===== src/rtl/dmem_arbiter.sv =====
// Two-port byte arbiter/sequencer in front of a 256x8 single-port data memory with registered read.
// Optional macro DMEM_ARB_RR_EN selects round-robin tie-breaking instead of fixed port-0 priority.
module dmem_arbiter #(
    parameter int AW = 8,
    parameter int DW = 8
) (
    input  logic          clk,
    input  logic          reset_n,
    input  logic          req0,
    input  logic          we0,
    input  logic [AW-1:0] addr0,
    input  logic [DW-1:0] wdata0,
    output logic          gnt0,
    output logic          rvalid0,
    output logic [DW-1:0] rdata0,
    input  logic          req1,
    input  logic          we1,
    input  logic [AW-1:0] addr1,
    input  logic [DW-1:0] wdata1,
    output logic          gnt1,
    output logic          rvalid1,
    output logic [DW-1:0] rdata1,
    output logic [AW-1:0] mem_addr,
    output logic          mem_write,
    output logic [DW-1:0] mem_din,
    input  logic [DW-1:0] mem_dout,
    output logic          busy
);

    typedef enum logic [1:0] {
        ST_IDLE   = 2'd0,
        ST_ISSUE  = 2'd1,
        ST_RDWAIT = 2'd2
    } state_t;

    state_t        state_q, state_d;
    logic          id_q, id_d;
    logic          we_q, we_d;
    logic [AW-1:0] mem_addr_q, mem_addr_d;
    logic [DW-1:0] mem_din_q, mem_din_d;
    logic          mem_write_q, mem_write_d;
    logic          gnt0_q, gnt0_d;
    logic          gnt1_q, gnt1_d;
    logic          rvalid0_q, rvalid0_d;
    logic          rvalid1_q, rvalid1_d;
    logic [DW-1:0] rdata0_q, rdata0_d;
    logic [DW-1:0] rdata1_q, rdata1_d;
    logic          busy_q, busy_d;
    logic          win1;

`ifdef DMEM_ARB_RR_EN
    logic          last_grant_q, last_grant_d;

    // On a tie the port that did not win last time goes first.
    always_comb begin
        if (req0 && req1) begin
            win1 = ~last_grant_q;
        end else begin
            win1 = req1;
        end
    end
`else
    always_comb begin
        win1 = ~req0;
    end
`endif

    always_comb begin
        state_d     = state_q;
        id_d        = id_q;
        we_d        = we_q;
        mem_addr_d  = mem_addr_q;
        mem_din_d   = mem_din_q;
        mem_write_d = 1'b0;
        gnt0_d      = 1'b0;
        gnt1_d      = 1'b0;
        rvalid0_d   = 1'b0;
        rvalid1_d   = 1'b0;
        rdata0_d    = rdata0_q;
        rdata1_d    = rdata1_q;
`ifdef DMEM_ARB_RR_EN
        last_grant_d = last_grant_q;
`endif

        unique case (state_q)
            ST_IDLE: begin
                if (req0 || req1) begin
                    id_d        = win1;
                    we_d        = win1 ? we1 : we0;
                    mem_addr_d  = win1 ? addr1 : addr0;
                    mem_din_d   = win1 ? wdata1 : wdata0;
                    mem_write_d = win1 ? we1 : we0;
                    gnt0_d      = ~win1;
                    gnt1_d      = win1;
                    state_d     = ST_ISSUE;
`ifdef DMEM_ARB_RR_EN
                    last_grant_d = win1;
`endif
                end
            end
            ST_ISSUE: begin
                // Memory samples the command at the edge ending this cycle.
                state_d = we_q ? ST_IDLE : ST_RDWAIT;
            end
            ST_RDWAIT: begin
                if (id_q) begin
                    rdata1_d  = mem_dout;
                    rvalid1_d = 1'b1;
                end else begin
                    rdata0_d  = mem_dout;
                    rvalid0_d = 1'b1;
                end
                state_d = ST_IDLE;
            end
            default: begin
                state_d = ST_IDLE;
            end
        endcase

        busy_d = (state_d != ST_IDLE);
    end

    always_ff @(posedge clk or negedge reset_n) begin
        if (!reset_n) begin
            state_q     <= ST_IDLE;
            id_q        <= 1'b0;
            we_q        <= 1'b0;
            mem_addr_q  <= '0;
            mem_din_q   <= '0;
            mem_write_q <= 1'b0;
            gnt0_q      <= 1'b0;
            gnt1_q      <= 1'b0;
            rvalid0_q   <= 1'b0;
            rvalid1_q   <= 1'b0;
            rdata0_q    <= '0;
            rdata1_q    <= '0;
            busy_q      <= 1'b0;
        end else begin
            state_q     <= state_d;
            id_q        <= id_d;
            we_q        <= we_d;
            mem_addr_q  <= mem_addr_d;
            mem_din_q   <= mem_din_d;
            mem_write_q <= mem_write_d;
            gnt0_q      <= gnt0_d;
            gnt1_q      <= gnt1_d;
            rvalid0_q   <= rvalid0_d;
            rvalid1_q   <= rvalid1_d;
            rdata0_q    <= rdata0_d;
            rdata1_q    <= rdata1_d;
            busy_q      <= busy_d;
        end
    end

`ifdef DMEM_ARB_RR_EN
    // Reset to 1 so that port 0 wins the first tie.
    always_ff @(posedge clk or negedge reset_n) begin
        if (!reset_n) begin
            last_grant_q <= 1'b1;
        end else begin
            last_grant_q <= last_grant_d;
        end
    end
`endif

    assign gnt0      = gnt0_q;
    assign gnt1      = gnt1_q;
    assign rvalid0   = rvalid0_q;
    assign rvalid1   = rvalid1_q;
    assign rdata0    = rdata0_q;
    assign rdata1    = rdata1_q;
    assign mem_addr  = mem_addr_q;
    assign mem_write = mem_write_q;
    assign mem_din   = mem_din_q;
    assign busy      = busy_q;

endmodule


===== config.mk =====
export PLATFORM = sky130hd
export DESIGN_NAME = dmem_arbiter
export DESIGN_NICKNAME = d
export VERILOG_FILES = /design/src/rtl/dmem_arbiter.sv
export SDC_FILE = /design/constraint.sdc
export NUM_CORES = 1
export LEC_CHECK = 0
export BUFFER_PORTS_ARGS = -buffer_cell sky130_fd_sc_hd__buf_4
export CAP_MARGIN = 20
export CORE_ASPECT_RATIO = 0.7
export CORE_MARGIN = 2
export CORE_UTILIZATION = 35
export DETAILED_ROUTE_END_ITERATION = 6
export HOLD_SLACK_MARGIN = 0.08
export SYNTH_ARGS = -nofsm -noshare
export SYNTH_HDL_FRONTEND = slang
export SYNTH_SLANG_ARGS = --single-unit

===== constraint.sdc =====
create_clock -name clk -period 2.54 [get_ports clk]
set_input_delay 0.508 -clock clk [delete_from_list [all_inputs] [get_ports clk]]
set_output_delay 0.508 -clock clk [all_outputs]
set_load 0.02 [all_outputs]

==> results.cfg <==
[drt]
via_per_inst = 4.41
postRouteAntennaNets = 0
route.detailed.drc = 0
dr_total_vias = 1178
wl_per_cell_um = 13.0
drtIter0Drc = 14
wirelength_um = 3480
drtPass1Iterations = 2

[floorplanning]
die_h_um = 63.7
start_util_pct = 36.9
dieArea_mm2 = 0.00569
rows = 21
pin_count = 84
core_area_mm2 = 0.00483
die_w_um = 89.3

[power_and_ir_drop]
power_density_mw_per_mm2 = 1230
ir_worst_vdd_mv = 0.421
p_total_mw = 3.14
seqPwrFrac_pct = 37.7
p_int_mw = 2.04
comb_power_share_pct = 49.7
power_leakage_nw = 1.23
clock_power_share_pct = 12.6
p_switching_mw = 1.10
p_sw_share_pct = 35.0

[setup_path]
slowest_stage = nor3_4
path_class = input pin to register
reg2reg_depth = 3
endpoint_kind = register
slowest_delay_ns = 0.36
worstSetupStartpointType = input pin
critPathRequiredTime_ns = 2.70
crit_fanout = 20
crit_chain = buf_4 -> nor2_1 -> nor3_4 -> buf_12 -> mux2_2
path_buf_inv = 2
arrival_ns = 1.78
cp_num_cells = 5
critPathTopFamily = simple AND/OR/NAND/NOR gates

[logic_synthesis]
syn_area_per_cell_um2 = 16.1
ys_seq_area_share_pct = 59.0
ys_warn_count = 0
ys_types = 19
synth_top_area_share_pct = 59.0
synth_top_cell_by_area = dfrtp_1
synth_edf_count = 0
async_reset_ff_share_pct = 100
syn_area_mm2 = 0.00178
ys_ff_latch = 42
syn_nets = 157
synthTopCellsByArea = dfrtp_1 (59%), mux2_2 (26%), mux2_4 (5.9%)
synth_cells = 111
ys.flop_type = dfrtp_1

[finish]
stdcell_area_mm2 = 0.00255
diodes = 0
layout_commonest_cell = buf_4
area_growth_pct = 43.0
final_cell_mix = buf_4 (84), dfrtp_1 (42), mux2_2 (41), mux2_4 (7), clkbuf_8 (6)
final_nets = 245
n_fill_cell = 430
drive_gt1_share_pct = 71.7

[clocking]
cts_tree = built
clock_sinks = 42
clock_latency_ns = 0.28
cts_buffers = 5
postCtsSetupRepairBufs = 0
clk_pin_slew_ns = 0.07
ctsHoldBuffers = 0
clk_path_buf_depth = 2
cts-root-buf = clkbuf_8
post_cts_resized = 0
h-tree-depth = 2

[sta]
slew_headroom_pct = 66.3
period_share_pct = 63.6
rsz0062_at_grt = false
setup_viol = 0
period_needed_ns = 1.62
tns_ns = 0
tightest_slew_ns = 0.506
maxSlewViolCount = 0
fmax_mhz = 619
hold_viol = 0
fin_skew_ns = 0.00488

[global_routing]
grt_use_total_pct = 13.0
grt_pass1_vias = 1315
antenna_found_initial = 0
grt_pass1_wl_um = 5690
grt_start_max_net_pins = 43
grt_overflow = 0

[outcome]
outcome = complete, no violations

[run]
cap_viol_max_count = 0

[place]
port_buffers = 83
placed_area_mm2 = 0.00246
gp_congestion = 0.704
dp_hpwl_um = 2710

[min_path]
hp-class = input pin to async pin
-- path summary, 6_finish.rpt --
check / from / to / slack [ns]
max: req0 / mem_din[4] / 0.92
min: reset_n / rdata1[3] / 0.20
max reg2reg: state_q[1] / mem_din[4] / 0.99
min reg2reg: we_q / state_q[1] / 0.43
max in group asynchronous: reset_n / mem_addr[2] / 1.99
min in group clk: we_q / state_q[1] / 0.43
-- synthesized netlist by cell type, types with 2 or more instances --
master and instances:
dfrtp_1 42, inv_1 2, mux2_2 41, mux2_4 7, nor2_1 4, nor3b_1 2
-- state kept, by name (all words and copies together) (netlist names) --
name,flops
mem_addr,8
mem_din,8
rdata0,8
rdata1,8
state_q,2
busy,1
gnt0,1
gnt1,1
id_q,1
mem_write,1
rvalid0,1
rvalid1,1
we_q,1
-- metal layers --
metal	global-route usage [%]	up-vias	routed length, um
li1	-	561	-
met1	15.2	577	1410
met2	22.9	38	1830
met3	3.28	2	220
met4	4.48	0	23
met5	0	-	0
-- through the flow --
step | worst slack [ns] | hold WS, ns | utilization, % | std cells
after CTS | 0.890 | 0.215 | 52.7 | 267
after floorplan | 1.04 | 0.212 | - | 111
after global placement | 0.662 | 0.428 | 51.0 | 261
final | 0.923 | 0.197 | 52.7 | 267
after global routing | 0.814 | 0.228 | 52.7 | 267
after detailed placement | 0.598 | 0.436 | 51.0 | 261
-- kinds of logic after synthesis --
kind of cell | after synthesis | synth area share, %
AOI/OAI and AO/OA | 2 | 0.702
DFF | 42 | 59.0
and+or+nand+nor | 12 | 4.49
buffers and inverters | 6 | 3.44
muxes | 49 | 32.4
-- layout make-up --
type                    instances  area [um^2]  share of cell area, %
multi-input cells              63          669                   26.3
well taps                      69         86.3                   3.39
repair buffers                 85          651                   25.5
inverters                       2         7.51                  0.295
clock buffers                   6         82.6                   3.24
flip-flops and latches         42         1050                   41.3
-- power groups by stage --
stage	clock network [mW]	logic (mW)	registers, mW
global route	0.449	1.66	1.23
CTS	0.419	1.59	1.19
floorplan	0	0.582	1.54
finish	0.395	1.56	1.18
detailed placement	0	1.59	1.19
global placement	0	1.56	1.19
Power figures use the tool's default switching activity.
